[src/rtl/mdu_pkg.sv]
// ============================================================================
// Module      : mdu_pkg
// Description : Shared op encodings, FSM state codes, iteration constants and
//               a magnitude helper for the MIPS multiply/divide unit.
// Revision    : 1.0 - initial release
// ============================================================================
`default_nettype none

package mdu_pkg;

  localparam logic [1:0] OP_MULT  = 2'b00;
  localparam logic [1:0] OP_MULTU = 2'b01;
  localparam logic [1:0] OP_DIV   = 2'b10;
  localparam logic [1:0] OP_DIVU  = 2'b11;

  localparam logic [1:0] IDLE = 2'd0;
  localparam logic [1:0] RUN  = 2'd1;
  localparam logic [1:0] FIX  = 2'd2;

  localparam int ITER_COUNT = 32;
  localparam int LATENCY    = 33;

  // Two's-complement magnitude; unsigned ops pass the value through.
  function automatic logic [31:0] mdu_abs(input logic [31:0] v, input logic is_signed);
    return (is_signed && v[31]) ? (~v + 32'd1) : v;
  endfunction

endpackage

`default_nettype wire

[src/rtl/mdu_iter_step.sv]
// ============================================================================
// Module      : mdu_iter_step
// Description : One combinational iteration: shift-add multiply step or
//               restoring-divide step on unsigned magnitudes. The divide path
//               exists only when MULT_DIV_UNIT_DIV_EN is defined.
// Revision    : 1.0 - initial release
// ============================================================================
`default_nettype none

module mdu_iter_step
  import mdu_pkg::*;
#(
  parameter int WIDTH = 32
) (
`ifdef MULT_DIV_UNIT_DIV_EN
  input  logic             div_mode,
`endif
  input  logic [WIDTH-1:0] acc_hi,
  input  logic [WIDTH-1:0] acc_lo,
  input  logic [WIDTH-1:0] operand,
  output logic [WIDTH-1:0] nxt_hi,
  output logic [WIDTH-1:0] nxt_lo
);

  logic [WIDTH:0] w_sum;

  // Multiply: acc_hi is the partial product, acc_lo the remaining multiplier bits.
  assign w_sum = {1'b0, acc_hi} + (acc_lo[0] ? {1'b0, operand} : '0);

`ifdef MULT_DIV_UNIT_DIV_EN
  logic [WIDTH:0] w_shifted;
  logic [WIDTH:0] w_diff;
  logic           w_fits;

  // Divide: acc_hi is the partial remainder, acc_lo shifts dividend out / quotient in.
  assign w_shifted = {acc_hi, acc_lo[WIDTH-1]};
  assign w_diff    = w_shifted - {1'b0, operand};
  assign w_fits    = ~w_diff[WIDTH];

  always_comb begin
    if (div_mode) begin
      nxt_hi = w_fits ? w_diff[WIDTH-1:0] : w_shifted[WIDTH-1:0];
      nxt_lo = {acc_lo[WIDTH-2:0], w_fits};
    end else begin
      nxt_hi = w_sum[WIDTH:1];
      nxt_lo = {w_sum[0], acc_lo[WIDTH-1:1]};
    end
  end
`else
  assign nxt_hi = w_sum[WIDTH:1];
  assign nxt_lo = {w_sum[0], acc_lo[WIDTH-1:1]};
`endif

endmodule

`default_nettype wire

[src/rtl/mult_div_unit.sv]
// ============================================================================
// Module      : mult_div_unit
// Description : Iterative 32-bit MULT/MULTU/DIV/DIVU with HI/LO registers.
//               Divide support is built only with MULT_DIV_UNIT_DIV_EN.
// Revision    : 1.0 - initial release
// ============================================================================
`default_nettype none

module mult_div_unit
  import mdu_pkg::*;
#(
  parameter int WIDTH = 32
) (
  input  logic             clk,
  input  logic             reset,
  input  logic             start,
  input  logic [1:0]       op,
  input  logic [WIDTH-1:0] data1,
  input  logic [WIDTH-1:0] data2,
  input  logic             wr_hi,
  input  logic             wr_lo,
  output logic             busy,
  output logic             done,
  output logic [WIDTH-1:0] hi,
  output logic [WIDTH-1:0] lo
);

  logic [1:0]       r_state;
  logic [4:0]       r_count;
  logic [WIDTH-1:0] r_acc_hi;
  logic [WIDTH-1:0] r_acc_lo;
  logic [WIDTH-1:0] r_operand;
  logic             r_neg_lo;
  logic [WIDTH-1:0] r_hi;
  logic [WIDTH-1:0] r_lo;
  logic             r_done;

  logic             w_idle;
  logic             w_start_ok;
  logic             w_signed;
  logic [WIDTH-1:0] w_mag1;
  logic [WIDTH-1:0] w_mag2;
  logic [WIDTH-1:0] w_nxt_hi;
  logic [WIDTH-1:0] w_nxt_lo;
  logic [2*WIDTH-1:0] w_prod;
  logic [2*WIDTH-1:0] w_prod_fix;
  logic [WIDTH-1:0] w_res_hi;
  logic [WIDTH-1:0] w_res_lo;

  assign w_idle   = (r_state == IDLE);
  assign w_signed = ~op[0];
  assign w_mag1   = mdu_abs(data1, w_signed);
  assign w_mag2   = mdu_abs(data2, w_signed);

  assign w_prod     = {r_acc_hi, r_acc_lo};
  assign w_prod_fix = r_neg_lo ? (~w_prod + 1'b1) : w_prod;

`ifdef MULT_DIV_UNIT_DIV_EN
  logic             r_is_div;
  logic             r_neg_hi;
  logic             r_dz;
  logic [WIDTH-1:0] w_quo;
  logic [WIDTH-1:0] w_rem;

  assign w_start_ok = start & w_idle;

  // A zero divisor yields an all-ones quotient; the remainder path already
  // reproduces the dividend, so only LO needs forcing.
  assign w_quo = r_dz ? '1 : (r_neg_lo ? (~r_acc_lo + 1'b1) : r_acc_lo);
  assign w_rem = r_neg_hi ? (~r_acc_hi + 1'b1) : r_acc_hi;

  assign w_res_hi = r_is_div ? w_rem : w_prod_fix[2*WIDTH-1:WIDTH];
  assign w_res_lo = r_is_div ? w_quo : w_prod_fix[WIDTH-1:0];

  mdu_iter_step #(.WIDTH(WIDTH)) u_step (
    .div_mode (r_is_div),
    .acc_hi   (r_acc_hi),
    .acc_lo   (r_acc_lo),
    .operand  (r_operand),
    .nxt_hi   (w_nxt_hi),
    .nxt_lo   (w_nxt_lo)
  );

  always_ff @(posedge clk) begin
    if (reset) begin
      r_is_div <= 1'b0;
      r_neg_hi <= 1'b0;
      r_dz     <= 1'b0;
    end else if (w_start_ok) begin
      r_is_div <= op[1];
      r_neg_hi <= w_signed & data1[WIDTH-1];
      r_dz     <= (data2 == '0);
    end
  end
`else
  // Divide ops are dropped outright in a multiply-only build.
  assign w_start_ok = start & w_idle & ~op[1];

  assign w_res_hi = w_prod_fix[2*WIDTH-1:WIDTH];
  assign w_res_lo = w_prod_fix[WIDTH-1:0];

  mdu_iter_step #(.WIDTH(WIDTH)) u_step (
    .acc_hi   (r_acc_hi),
    .acc_lo   (r_acc_lo),
    .operand  (r_operand),
    .nxt_hi   (w_nxt_hi),
    .nxt_lo   (w_nxt_lo)
  );
`endif

  always_ff @(posedge clk) begin
    if (reset) begin
      r_state   <= IDLE;
      r_count   <= '0;
      r_acc_hi  <= '0;
      r_acc_lo  <= '0;
      r_operand <= '0;
      r_neg_lo  <= 1'b0;
      r_hi      <= '0;
      r_lo      <= '0;
      r_done    <= 1'b0;
    end else begin
      r_done <= 1'b0;
      case (r_state)
        IDLE: begin
          if (wr_hi) r_hi <= data1;
          if (wr_lo) r_lo <= data1;
          if (w_start_ok) begin
            r_acc_hi <= '0;
            // Divide streams the dividend through acc_lo; multiply streams the multiplier.
            if (op[1]) begin
              r_acc_lo  <= w_mag1;
              r_operand <= w_mag2;
            end else begin
              r_acc_lo  <= w_mag2;
              r_operand <= w_mag1;
            end
            r_neg_lo <= w_signed & (data1[WIDTH-1] ^ data2[WIDTH-1]);
            r_count  <= 5'(ITER_COUNT - 1);
            r_state  <= RUN;
          end
        end
        RUN: begin
          r_acc_hi <= w_nxt_hi;
          r_acc_lo <= w_nxt_lo;
          r_count  <= r_count - 5'd1;
          if (r_count == 5'd0) r_state <= FIX;
        end
        FIX: begin
          r_hi    <= w_res_hi;
          r_lo    <= w_res_lo;
          r_done  <= 1'b1;
          r_state <= IDLE;
        end
        default: r_state <= IDLE;
      endcase
    end
  end

  assign busy = ~w_idle;
  assign done = r_done;
  assign hi   = r_hi;
  assign lo   = r_lo;

endmodule

`default_nettype wire

[config.mk]
export PLATFORM = sky130hd
export DESIGN_NAME = mult_div_unit
export DESIGN_NICKNAME = d
export VERILOG_FILES = /design/src/rtl/mdu_pkg.sv /design/src/rtl/mdu_iter_step.sv /design/src/rtl/mult_div_unit.sv
export SDC_FILE = /design/constraint.sdc
export NUM_CORES = 1
export LEC_CHECK = 0
export BUFFER_PORTS_ARGS = -buffer_cell sky130_fd_sc_hd__clkbuf_2
export CAP_MARGIN = 10
export CELL_PAD_IN_SITES_DETAIL_PLACEMENT = 0
export CELL_PAD_IN_SITES_GLOBAL_PLACEMENT = 1
export CORE_UTILIZATION = 30
export DETAILED_ROUTE_END_ITERATION = 6
export HOLD_SLACK_MARGIN = 0.08
export PLACE_DENSITY = 0.62
export SETUP_SLACK_MARGIN = 0.05
export SYNTH_ARGS = -nofsm -noshare
export SYNTH_HDL_FRONTEND = slang
export SYNTH_SLANG_ARGS = --single-unit
[constraint.sdc]
create_clock -name clk -period 5.3 [get_ports clk]
set_input_delay 0 -clock clk [delete_from_list [all_inputs] [get_ports clk]]
set_output_delay 0 -clock clk [all_outputs]
set_load 0.01 [all_outputs]
==> results.sh <==
export IMPL_seq_area_frac_synth=0.3081
export IMPL_setup_viol=0
export IMPL_hold_violations=0
export IMPL_grt_overflow=0
export IMPL_syn_area_per_cell_um2=7.646
export IMPL_async_reset_ff_frac=0
export IMPL_grt_pass1_wl_mm=65.30
export IMPL_antenna_found_initial=0
export IMPL_irDropWorstVdd_v=0.0001703
export IMPL_max_cap_violations=0
export IMPL_timing_final_ws_setup_ps=1539
export IMPL_power_density_nw_per_um2=268.1
export IMPL_grtUsageTotal=0.2254
export IMPL_critical_path_arrival_ps=4050
export IMPL_slew_headroom=0.1925
export IMPL_synth_xor_area_frac=0.1061
export IMPL_leakage_nw=5.173
export IMPL_wl_mm=42.40
export IMPL_met3_usage=0.02336
export IMPL_clock_sinks=169
export IMPL_critPathLaunchType="flip-flop"
export IMPL_synth_ff_type="dfxtp_1"
export IMPL_clkTransAtPathRegs_ps=70
export IMPL_skew_ps=14.12
export IMPL_vias_per_cell=5.445
export IMPL_initial_core_util=0.3064
export IMPL_violations="design-rule violations"
export IMPL_n_fill_cell=3780
export IMPL_cp_end_kind="flip-flop"
export IMPL_critical_path_class="reg2reg"
export IMPL_met1_usage=0.3035
export IMPL_tns_ps=0
export IMPL_grt_max_degree=86
export IMPL_ys_seq_elements=169
export IMPL_core_um2=35830
export IMPL_die_x_um=193.3
export IMPL_cts_made_buffers=17
export IMPL_synth_adder_area_share=0.04399
export IMPL_fp_dieArea_um2=37370
export IMPL_synth_compound_area_share=0.2724
export IMPL_synthToLayoutAreaGrowth_pct=21.95
export IMPL_ctsRootBufferMaster="clkbuf_16"
export IMPL_cts_tree="yes"
export IMPL_fin_nets=1693
export IMPL_ios=137
export IMPL_rsz0062_at_grt="false"
export IMPL_rows=69
export IMPL_synth_top_family_by_area="compound AO/OA/AOI/OAI gates"
export IMPL_muxShareOfSynthArea=0.001823
export IMPL_grt_busiest_layer="met2"
export IMPL_drive_gt1_frac=0.1302
export IMPL_fmax_mhz=265.9
export IMPL_synthesis_area_um2=10980
export IMPL_n_antenna_cell=0
export IMPL_status="complete, but fails checks"
export IMPL_slew_viol_final=0
export IMPL_period_share=0.7096
export IMPL_critPathRequiredTime_ps=5590
export IMPL_gp_congestion=0.8867
export IMPL_fin_crit_ps=3761
export IMPL_grt_util_met2=0.3778
export IMPL_drcViolationCount=2
export IMPL_dieHeight_um=193.3
export IMPL_clock_path_buffers=2
export IMPL_cp_max_fo=20
export IMPL_htree_levels=4
export IMPL_grt_pass1_vias=10800
export IMPL_hold_class="in2reg"
export IMPL_yosysWarnings=0
export IMPL_synth_simple_area_share=0.2248
export IMPL_vias=11210
export IMPL_hpwlAfterDp_mm=31.24
export IMPL_power_w=0.003589
export IMPL_synth_cell_types=69
export IMPL_syn_inst=1436
export IMPL_syn_nets=1545
export IMPL_insertion_delay_ps=450
export IMPL_port_buffers=136
export IMPL_place_ws_ps=1520
export IMPL_post_drt_wl_per_cell_um=20.60
export IMPL_ant_nets=0
export IMPL_drt_pass1_iter_count=7
export IMPL_worst_pin_slew_ps=1209
export IMPL_drtIter0Drc=812
export IMPL_synth_edf_count=0
layout make-up:
type	instances	area (um^2)	share of cell area
sequential	169	3385	0.2528
multi-input combinational	1145	7147	0.5338
timing repair buffer	228	1564	0.1168
tap	461	576.8	0.04308
clock inverter	10	166.4	0.01243
clock buffer	22	464.2	0.03467
inverter	23	86.33	0.006448
metrics by stage:
| step | area (um^2) | hold slack (ps) | util | instances |
|---|---|---|---|---|
| global route | 13390 | 101.0 | 0.3737 | 2058 |
| CTS | 13390 | 94.93 | 0.3737 | 2058 |
| finish | 13390 | 96.47 | 0.3737 | 2058 |
| global placement | 12000 | 330.1 | 0.3349 | 1950 |
| floorplan | 10980 | 136.0 | - | 1436 |
| detailed placement | 12000 | 330.9 | 0.3349 | 1950 |
cells in the mapped netlist (8+ instances only):
library cell,instances,area [um^2]
inv_1,23,86.33
ha_1,37,462.9
nand2b_1,11,68.82
and2_1,35,219.0
or4_1,14,105.1
nand2_1,137,514.2
nand3_1,29,145.1
dfxtp_1,169,3383
or3_1,20,125.1
clkbuf_1,87,326.6
xor2_1,80,700.7
a31oi_1,15,93.84
nor4_1,10,62.56
a21o_1,16,120.1
o41ai_1,22,192.7
buf_1,8,30.03
xnor2_1,53,464.2
o21ai_0,83,415.4
a211oi_1,59,442.9
o22ai_1,16,100.1
o31ai_1,27,202.7
a2111oi_0,11,96.34
a21oi_1,122,610.6
nor2b_1,10,62.56
a22oi_1,34,255.2
nor3_1,25,125.1
nor2_1,172,645.6
and3_1,9,56.30
final timing paths:
kind / from / end / slack [ps] / cells past startpoint
worst max-delay path: r_acc_lo[0]$_SDFFE_PP0P_ / r_acc_hi[31]$_SDFFE_PP0P_ / 1540 / 11
worst min-delay path: data1[12] / hi[12]$_SDFFE_PP0P_ / 100 / 3
worst max register to register: r_acc_lo[0]$_SDFFE_PP0P_ / r_acc_hi[31]$_SDFFE_PP0P_ / 1540 / 11
worst min register to register: hi[7]$_SDFFE_PP0P_ / hi[7]$_SDFFE_PP0P_ / 450 / 1
registers in the layout (all words and copies together) (netlist names):
| signal | count |
|---|---|
| r_operand | 32 |
| r_state | 2 |
| hi | 32 |
| r_acc_hi | 32 |
| r_neg_lo | 1 |
| r_acc_lo | 32 |
| lo | 32 |
| done | 1 |
| r_count | 5 |
worst max-delay path: stages (launching register included):
cell	delay (ps)
dfxtp_1	790
buf_4	350
and2_1	170
ha_1	270
a21o_1	200
a21oi_1	280
a21oi_1	120
a21o_1	220
o21ai_0	620
o21ai_0	300
a22oi_1	180
o21ai_0	100
placed cells by master, fill, tap and decap left out, types with 27 or more instances in the layout:
| cell | Yosys | routed |
|---|---|---|
| nor2_1 | 172 | 170 |
| dfxtp_1 | 169 | 168 |
| nand2_1 | 137 | 137 |
| clkbuf_2 | 0 | 135 |
| a21oi_1 | 122 | 122 |
| o21ai_0 | 83 | 83 |
| xor2_1 | 80 | 80 |
| dlygate4sd3_1 | 0 | 76 |
| a211oi_1 | 59 | 59 |
| xnor2_1 | 53 | 53 |
| ha_1 | 37 | 37 |
| and2_1 | 35 | 35 |
| a22oi_1 | 34 | 34 |
| nand3_1 | 29 | 29 |
| o31ai_1 | 27 | 27 |
logic make-up (layout without fill, tap and decap cells):
group	Yosys count	in the layout
fa+ha+maj	38	38
mux	2	2
simple gates	511	511
xor+xnor	133	133
buf+inv	122	283
flops	169	169
compound gates	461	461
report_power, final:
part	switching (W)	internal [W]	total, W
Sequential	0.0000933	0.00136	0.00145
Clock	0.000578	0.000818	0.00140
Combinational	0.000459	0.000285	0.000744
routing by layer:
metal | part of all wire | vias to the layer above
li1 | - | 5521
met1 | 0.46 | 5325
met2 | 0.47 | 315
met3 | 0.041 | 44
met4 | 0.023 | 0
met5 | 0 | -
what timing repair did:
action                                 in CTS  in global routing
hold buffers                               76                  0
endpoints found under the hold margin     110                  0
setup endpoints to repair                   0                  0
resized for setup                           0                  0
buffers inserted                            0                  0
Power figures use the tool's default switching activity.
